`src/rtl/alu_operand_sequencer.sv`:
```
// ---------------------------------------------------------------------------
// alu_operand_sequencer
//
// Operand-capture front end for the ALU / prefix-adder datapath. Two
// full-width operands arrive one after the other on a shared 8-bit bus. Each
// one is captured when a debounced push-button rises. The block then holds A,
// B, sel and cin as a stable registered operand set behind a valid/ready
// handshake.
//
// Ports:
//   clk        system clock, all logic on the rising edge
//   rst        synchronous active-high reset
//   data_in    operand bus, sampled on each capture
//   sel_in     operation select, sampled together with B
//   cin_in     prefix-adder carry-in, sampled together with B
//   load_btn   raw asynchronous push-button; a debounced rising edge captures
//   abort      synchronous abort back to IDLE
//   op_ready   downstream accepts the operand set
//   a_out      registered operand A
//   b_out      registered operand B
//   sel_out    registered operation select
//   cin_out    registered carry-in
//   op_valid   operand set complete and stable
//   busy       state is not IDLE
//   state_out  state encoding: IDLE=00, WAIT_B=01, ISSUE=10
//   op_count   accepted handshakes, modulo 16
// ---------------------------------------------------------------------------
module alu_operand_sequencer #(
    parameter int W         = 8,
    parameter int SEL_W     = 3,
    parameter int DB_CYCLES = 4
) (
    input  logic             clk,
    input  logic             rst,
    input  logic [W-1:0]     data_in,
    input  logic [SEL_W-1:0] sel_in,
    input  logic             cin_in,
    input  logic             load_btn,
    input  logic             abort,
    input  logic             op_ready,
    output logic [W-1:0]     a_out,
    output logic [W-1:0]     b_out,
    output logic [SEL_W-1:0] sel_out,
    output logic             cin_out,
    output logic             op_valid,
    output logic             busy,
    output logic [1:0]       state_out,
    output logic [3:0]       op_count
);

    typedef enum logic [1:0] {
        IDLE   = 2'b00,
        WAIT_B = 2'b01,
        ISSUE  = 2'b10
    } state_t;

    // Last count value before the debounced level is allowed to flip.
    localparam logic [7:0] DB_LAST = 8'(DB_CYCLES - 1);

    state_t     state;
    logic       s1;
    logic       s2;
    logic       deb;
    logic       deb_q;
    logic [7:0] cnt;
    logic       load_pulse;

    // Two-flop synchronizer that brings the raw button into the clock domain.
    always_ff @(posedge clk) begin
        if (rst) begin
            s1 <= 1'b0;
            s2 <= 1'b0;
        end else begin
            s1 <= load_btn;
            s2 <= s1;
        end
    end

    // Debouncer: the synchronized level must differ from the debounced level
    // for DB_CYCLES consecutive cycles before it is accepted. Any return to
    // the current debounced level restarts the count, so short glitches are
    // discarded. deb_q keeps the previous debounced level for edge detection.
    always_ff @(posedge clk) begin
        if (rst) begin
            deb   <= 1'b0;
            deb_q <= 1'b0;
            cnt   <= 8'd0;
        end else begin
            deb_q <= deb;
            if (s2 == deb) begin
                cnt <= 8'd0;
            end else if (cnt == DB_LAST) begin
                deb <= s2;
                cnt <= 8'd0;
            end else begin
                cnt <= cnt + 8'd1;
            end
        end
    end

    // One-cycle pulse on every debounced rising edge of the button.
    assign load_pulse = deb & ~deb_q;

    // Operand sequencer. Abort takes priority over both a capture and a
    // handshake in the same cycle. The operand registers only change on a
    // capture, so the downstream ALU result stays visible after the
    // handshake or an abort. A load pulse that arrives in ISSUE is dropped.
    always_ff @(posedge clk) begin
        if (rst) begin
            state    <= IDLE;
            a_out    <= '0;
            b_out    <= '0;
            sel_out  <= '0;
            cin_out  <= 1'b0;
            op_valid <= 1'b0;
            op_count <= 4'd0;
        end else if (abort) begin
            state    <= IDLE;
            op_valid <= 1'b0;
        end else begin
            case (state)
                IDLE: begin
                    if (load_pulse) begin
                        a_out <= data_in;
                        state <= WAIT_B;
                    end
                end
                WAIT_B: begin
                    if (load_pulse) begin
                        b_out    <= data_in;
                        sel_out  <= sel_in;
                        cin_out  <= cin_in;
                        op_valid <= 1'b1;
                        state    <= ISSUE;
                    end
                end
                ISSUE: begin
                    if (op_ready) begin
                        op_valid <= 1'b0;
                        op_count <= op_count + 4'd1;
                        state    <= IDLE;
                    end
                end
                default: begin
                    op_valid <= 1'b0;
                    state    <= IDLE;
                end
            endcase
        end
    end

    // Status outputs are straight decodes of the state register.
    assign busy      = (state != IDLE);
    assign state_out = state;

endmodule

```
`config.mk`:
```
export PLATFORM = sky130hd
export DESIGN_NAME = alu_operand_sequencer
export DESIGN_NICKNAME = d
export VERILOG_FILES = /design/src/rtl/alu_operand_sequencer.sv
export SDC_FILE = /design/constraint.sdc
export NUM_CORES = 1
export LEC_CHECK = 0
export CAP_MARGIN = 40
export CORE_MARGIN = 2
export CORE_UTILIZATION = 45
export CTS_CLUSTER_DIAMETER = 150
export CTS_CLUSTER_SIZE = 20
export DETAILED_ROUTE_END_ITERATION = 16
export PLACE_DENSITY = 0.79
export RECOVER_POWER = 100
export SKIP_LAST_GASP = 1
export SLEW_MARGIN = 20
export SYNTH_ARGS = -nofsm -noshare
export SYNTH_HDL_FRONTEND = slang
export SYNTH_SLANG_ARGS = --single-unit
```
`constraint.sdc`:
```
create_clock -name clk -period 2.1 [get_ports clk]
set_input_delay 0.63 -clock clk [delete_from_list [all_inputs] [get_ports clk]]
set_output_delay 0.63 -clock clk [all_outputs]
set_load 0.005 [all_outputs]
```
Word-level counts from Yosys, hierarchy flattened:

Index checks and enable logic that the tools add are counted.

* flip-flop bits (word level): 39
* output and inout port bits: 28
* word-level logic and storage cells: 43

* add/subtract/negate cells: 2
* eq/ne operators: 7
* multiplexer cells: 7
* bitwise gates (word level): 5
* reduce and logical (&&, ||, !) cells: 10

Operators with widths (number)
* AND reduction 3 bit: 5
* adder 8 x 1 -> 8 bit (second input constant): 1
* equality test 8 x 2 -> 1 bit (second input constant): 1
* 2-to-1 mux 2 bit: 3
* inequality test 2 bit (second input constant): 3
* one-hot mux 2 bit (3 select lines): 1
* adder 4 x 1 -> 4 bit (second input constant): 1
* inverter 1 bit: 4
* one-hot mux 1 bit (3 select lines): 1
* OR reduction 3 bit: 1
* equality test 2 x 1 -> 1 bit (second input constant): 1
* equality test 2 bit (second input constant): 1
* zero test 2 bit: 1
* 2-to-1 mux 1 bit: 2
* AND reduction 2 bit: 1
* nonzero test 2 bit: 1
* OR reduction 2 bit: 1
* AND 1 bit: 1
* equality test 1 bit: 1

Depth between registers and ports, before layout:

Gate-level depths: netlist (run 1).

* depth after elaboration: 4
* depth in mapped cells: 5
* gate-level depth less buffers: 4

Least setup slack after synthesis (run 1):

OpenSTA, ideal clock, no wires.

* path type: flip-flop to flip-flop
* from: register cnt[0]
* to: register cnt[2]
* setup time: 0.131 ns
* arrival time: 1.473 ns
* data required time: 1.969 ns
* path slack: 0.496 ns
* cell stages (with the launch flop): 5
* cell sequence: dfxtp_1 > ha_1 > or4b_4 > o211ai_1 > nor2_1

* word-level cells in the longest chain between the ends: 2
* elaborated cells between the ends (all ways): 3
* those cells by class: add/sub (1); eq/ne (1); reduce/logical (1)

RTL lines
* start: declaration: line 65 `logic [7:0] cnt;`
* start signal: assignment: line 96 `cnt <= cnt + 8'd1;`
* parallel branches: the longest is 2 deep, another holds adder 8 x 1 -> 8 bit

Several ways; the timed one is not identified.
A chain may end at the register's enable or synchronous reset.

Worst setup path in the final report (run 1):

* from: register state[0], in the netlist state_out[0]
* to: output state_out[0]

RTL lines
* start: declaration: line 60 `state_t state;`
* start signal: assignment: line 110 `state <= IDLE;`
* start signal: assignment: line 118 `state <= IDLE;`
* start signal: assignment: line 125 `state <= WAIT_B;`
* end: declaration: line 47 `output logic [1:0] state_out,`

No word-level cell between the ends.

==> results of run 1 <==
==> sequential cells by signal (all words and copies together) (netlist names) <==
register	flops
a_out	8
b_out	8
cnt	8
op_count	4
sel_out	3
state_out	2
cin_out	1
deb	1
deb_q	1
op_valid	1
s1	1
s2	1
==> power groups by stage <==
stage | Sequential (uW) | Combinational (uW) | Clock (uW)
6_report | 743 | 57.0 | 426
5_1_grt | 744 | 61.4 | 499
4_1_cts | 742 | 58.7 | 442
3_5_place_dp | 760 | 58.0 | 0
3_3_place_gp | 760 | 58.3 | 0
2_1_floorplan | 760 | 16.6 | 0
==> critical path, stage by stage (launching register included) <==
cell and delay [ns]:
dfxtp_1 0.36, buf_4 0.12, clkdlybuf4s50_1 0.49
==> logic make-up after synthesis <==
kind of cell             share of synthesized area, %
buffers and inverters                            4.13
AO/OA/AOI/OAI                                    18.6
flip-flops                                       49.6
AND/OR/NAND/NOR                                  22.7
adder cells (fa/ha/maj)                          1.59
XOR/XNOR                                         3.34
==> placed cells by master, fill, tap and decap left out, types with 6 or more instances in the layout <==
cell / synthesis / layout
nor2_1: 7 / 7
clkdlybuf4s50_1: 0 / 16
nand3_1: 25 / 25
dlygate4sd3_1: 0 / 27
or3_1: 6 / 6
dfxtp_1: 39 / 39
a21oi_1: 28 / 28
o21ai_0: 26 / 26
==> layer usage <==
| layer | part of all wire [%] | track usage [%] | up-vias |
|---|---|---|---|
| met2 | 47 | 27.9 | 38 |
| met3 | 5.0 | 7.68 | 4 |
| met1 | 47 | 25.6 | 649 |
| met4 | 0.85 | 5.83 | 0 |
| met5 | 0 | 0 | - |
| li1 | - | - | 737 |
==> cell type report <==
| type | count | area, sq um | share of cell area [%] |
|---|---|---|---|
| clock buffers | 8 | 68.8 | 3.21 |
| inverters | 5 | 18.8 | 0.875 |
| multi-input cells | 127 | 729 | 34.0 |
| flip-flops and latches | 39 | 781 | 36.4 |
| well taps | 46 | 57.6 | 2.68 |
| repair buffers | 51 | 489 | 22.8 |
==> per-stage QoR <==
stage / hold slack, ns / util [%] / area, sq um
floorplan: 0.414 / - / 1570
global placement: 0.423 / 62.0 / 2070
detailed placement: 0.438 / 62.0 / 2070
CTS: 0.460 / 64.6 / 2160
global route: 0.467 / 64.3 / 2140
finish: 0.455 / 64.3 / 2140
==> worst paths after layout <==
check | cells after the start | end | slack [ns] | start
max | 2 | state_out[0] | 0.16 | state_out[0]
min reg2reg | 1 | s2 | 0.45 | s1
min | 1 | s2 | 0.45 | s1
max reg2reg | 4 | cnt[2] | 0.22 | cnt[0]
==> what timing repair did <==
action,CTS,global route
endpoints found under the hold margin,0,0
resized for setup,2,1
endpoints found under the setup margin,2,1
buffers inserted,2,0
==> reports/results.tsv, run 1 <==
stage	metric	value	unit
synthesis	ranking of synthesized cells by instance count	39 x dfxtp_1, 28 x a21oi_1, 26 x o21ai_0	
placement	HPWL after DPL	2430	microns
drt	drt first pass iters	4	
power	clock network fraction of total power	34.7	%
drt	drt total wl	3550	microns
synthesis	synthesized area	1570	sq um
cells_and_area	Finished Layout Cells	276	
timing	Tcrit/Tclk final	92.3	%
timing	pins over their slew limit	0	
synthesis	Post-Synthesis Cells	182	
critical_path	Worst EP required	1.47	ns
hold_path	Hold Path Class	flip-flop to flip-flop	
global_routing	first-pass GRT wire length	5910	microns
drt	DRC marker count from the first detailed-route iteration	88	
synthesis	Warnings, synthesis	0	
cts	# hold bufs at CTS	0	
floorplan	starting density of the core	47.2	%
cts	later-pin clock latency in the skew report	0.34	ns
floorplan	die height	63.1	microns
cts	Max H-tree Level	2	
timing	final setup margin	0.162	ns
drt	remaining antenna violation count	0	
cells_and_area	n_diodes	0	
power	P_leak	0.000820	uW
floorplan	Rows	21	
global_routing	GRT Util Overall	19.0	%
timing	Worst-Margin Slew	0.617	ns
cells_and_area	layout cells sized above 1	8.26	%
drt	Via Count	1428	
timing	Hold Vio Cnt, Final	0	
run	max_cap viols	0	
timing	Setup violations, final	0	
cts	clock sink count	39	
cts	CTS tree	done	
global_routing	number of global-route vias before repair	1224	
synthesis	top post-synthesis cells by area	dfxtp_1 50%, a21oi_1 8.9%, o21ai_0 8.3%, nand3_1 7.9%, or3_1 2.4%	
global_routing	largest net degree at the start of global routing	32	
placement	Place WS	0.0706	ns
placement	Placer Congestion	0.748	
synthesis	leading area contributor after synthesis	dfxtp_1	
synthesis	most frequent cell after synthesis	dfxtp_1	
placement	PortBufs	44	
power	power consumption	1230	uW
floorplan	DIE AREA	3990	sq um
synthesis	sequential share of the synthesized area	49.6	%
power	Max IR drop VDD	0.429	mV
cts	clock root buffer	clkbuf_4	
synthesis	share of the synthesized area in the top cell type	49.6	%
synthesis	post-synthesis average cell area	8.65	sq um
run_status	outcome	completed	
power	Psw	256	uW
floorplan	I/O Pins	45	
floorplan	Core Area	3340	sq um
power	Logic pwr share	4.7	%
cells_and_area	Area growth, synth to finish	36.2	%
critical_path	critical path class	flip-flop to output port	
critical_path	Max FO, Critical Path	2	
synthesis	Post-synth EDFFs	0	
cells_and_area	Layout fillers	313	
synthesis	Cell variety after synth	30	
drt	wire per inst	12.9	microns
power	PwrDens	572	nW/um^2
power	switching fraction of total power	20.9	%
power	Seq pwr share	60.6	%
drt	DR DRC count	0	
synthesis	Syn Nets	201	
timing	RSZ-0062 raised after global routing	no	
cts	CTS clk-pin slew, worst paths	0.11	ns
cts	Max clock buf depth	2	
placement	dpl cells	266	
critical_path	Critical Path AT	1.31	ns
timing	Final TNS setup	0	ns
drt	Avg Vias per Cell	5.17	
synthesis	Yosys reg bits	39	
critical_path	CP Capture Type	output port	
critical_path	Critical Path Source Type	flip-flop	
timing	fmax	516	MHz
global_routing	grt total ovfl	0	
cells_and_area	Final nets	248	
floorplan	Die X	63.1	microns
global_routing	initial antenna violation count	0	
power	Pint	970	uW
synthesis	asr flop ratio synth	0	%
timing	Final Critical Period	1.94	ns
timing	Rel. slew slack	58.9	%
synthesis	Main synth FF type	dfxtp_1	
timing	skew final	0.00882	ns
cts	Num CTS Buffers	5	
Power figures use the tool's default switching activity.
==> inputs of run 2 (changes only) <==
PLACE_DENSITY = 0.76   (was 0.79)
TNS_END_PERCENT = 100   (was default)
==> run 2 against run 1 <==
  * Clock skew down 0.00099 ns
  * Sequential share of layout area fell by 0.079 points
  * Cell area grew 0.70%
  * Core utilization increased by 0.45 points
  * Largest power group unchanged
==> reports/results.tsv, run 2 (synthesis results as in run 1) <==
stage	metric	value	unit
run_status	outcome	completed	
timing	final setup margin	0.116	ns
hold_path	Hold Path Class	flip-flop to flip-flop	
global_routing	first-pass GRT wire length	6400	microns
cells_and_area	Final nets	249	
timing	fmax	504	MHz
drt	remaining antenna violation count	0	
cells_and_area	fin util	64.7	%
cts	CTS tree	done	
power	P_leak	0.000835	uW
power	Seq pwr share	60.5	%
cts	later-pin clock latency in the skew report	0.34	ns
critical_path	CP Capture Type	output port	
critical_path	worst r2r path cells	4	
drt	Avg Vias per Cell	5.43	
global_routing	number of global-route vias before repair	1413	
timing	Final Critical Period	1.98	ns
placement	PortBufs	44	
placement	Place WS	0.0381	ns
timing	Rel. slew slack	59.9	%
cts	Num CTS Buffers	5	
power	Psw	257	uW
cts	clock sink count	39	
timing	Tcrit/Tclk final	94.5	%
placement	Placer Congestion	0.842	
critical_path	worst reg2reg startpoint	cnt[0]	
drt	DR DRC count	0	
critical_path	R2R Setup Slk	0.21	ns
run	max_cap viols	0	
floorplan	Core Area	3340	sq um
power	Max IR drop VDD	0.324	mV
timing	Final TNS setup	0	ns
timing	Worst-Margin Slew	0.600	ns
power	Logic pwr share	4.7	%
cts	Max clock buf depth	2	
power	PwrDens	568	nW/um^2
timing	skew final	0.00783	ns
cells_and_area	commonest non-fill, non-tap cell in the layout	dfxtp_1	
cts	clock root buffer	clkbuf_4	
critical_path	critical path class	flip-flop to output port	
drt	wire per inst	13.6	microns
critical_path	Crit Reg-Reg Endpoint	cnt[2]	
cts	# hold bufs at CTS	0	
timing	RSZ-0062 raised after global routing	no	
drt	DRC marker count from the first detailed-route iteration	109	
hold_path	hold_sp	s1	
global_routing	initial antenna violation count	0	
global_routing	largest net degree at the start of global routing	26	
drt	drt first pass iters	4	
cells_and_area	commonest non-fill, non-tap cells in the layout	38 x dfxtp_1, 28 x a21oi_1, 28 x dlygate4sd3_1	
floorplan	Rows	21	
timing	pins over their slew limit	0	
cts	Max H-tree Level	2	
placement	HPWL after DPL	2720	microns
cts	CTS clk-pin slew, worst paths	0.11	ns
hold_path	Worst Hold End	s2	
drt	Via Count	1503	
floorplan	Die X	63.1	microns
cells_and_area	Area growth, synth to finish	37.2	%
floorplan	die height	63.1	microns
critical_path	Critical Path Source Type	flip-flop	
timing	Hold Vio Cnt, Final	0	
cells_and_area	layout cells sized above 1	9.96	%
critical_path	Worst EP required	1.47	ns
floorplan	starting density of the core	47.2	%
critical_path	Critical Path AT	1.35	ns
floorplan	DIE AREA	3990	sq um
cells_and_area	final instance area	2160	sq um
drt	drt total wl	3770	microns
power	switching fraction of total power	21.0	%
global_routing	GRT Util Overall	20.1	%
hold_path	worst hold stages	1	
power	clock network fraction of total power	34.8	%
power	Pint	969	uW
placement	Post-DP Area	2070	sq um
cells_and_area	biggest regs	a_out: 8 flops, b_out: 8 flops, cnt: 8 flops	
floorplan	I/O Pins	45	
global_routing	grt total ovfl	0	
timing	Setup violations, final	0	
cells_and_area	n_diodes	0	
critical_path	Max FO, Critical Path	6	
## run 2: worst max path at each step
stage	from	to	slack, ns	cells past startpoint
floorplan	cnt[0]	cnt[2]	0.50	4
global placement	abort	op_count[3]	0.17	4
detailed placement	abort	op_count[3]	0.04	4
CTS	state_out[1]	busy	0.01	2
global route	cnt[0]	cnt[1]	0.06	4
finish	state_out[1]	state_out[1]	0.12	2
## run 2: power by group through the flow
stage	clock network (uW)	registers [uW]	logic (uW)
floorplan	0	760	16.6
global placement	0	760	57.3
detailed placement	0	760	58.3
CTS	437	743	58.7
global route	476	742	62.6
finish	427	742	57.5
## run 2: area by class of cell
| class | instances | area (sq um) |
|---|---|---|
| Fill cell | 293 | 1180 |
| Sequential cell | 39 | 785 |
| Multi-Input combinational cell | 127 | 729 |
| Timing Repair Buffer | 52 | 500 |
| Clock buffer | 8 | 68.8 |
| Tap cell | 46 | 57.6 |
| Inverter | 5 | 18.8 |
## run 2: per-stage QoR
stage	cells	hold WS, ns	total power, uW
2_1_floorplan	182	0.414	776
3_3_place_gp	266	0.420	817
3_5_place_dp	266	0.429	818
4_1_cts	274	0.455	1240
5_1_grt	277	0.467	1280
6_report	277	0.450	1230
## run 2: what timing repair did
action                     in CTS  in global routing
gates resized for setup         1                  2
buffers inserted                0                  3
pin swaps                       0                  0
setup endpoints to repair       1                  1
## run 2: critical path: stages (launching register included)
cell and delay [ns]:
dfxtp_4 0.39, buf_4 0.12, clkdlybuf4s50_1 0.50
## run 2: metal layers
| layer | routed length [microns] | GRT usage, % | vias up |
|---|---|---|---|
| met1 | 1510 | 23.4 | 703 |
| li1 | - | - | 742 |
| met5 | 0 | 0 | - |
| met3 | 242 | 5.00 | 6 |
| met4 | 46 | 8.61 | 0 |
| met2 | 1970 | 34.8 | 52 |
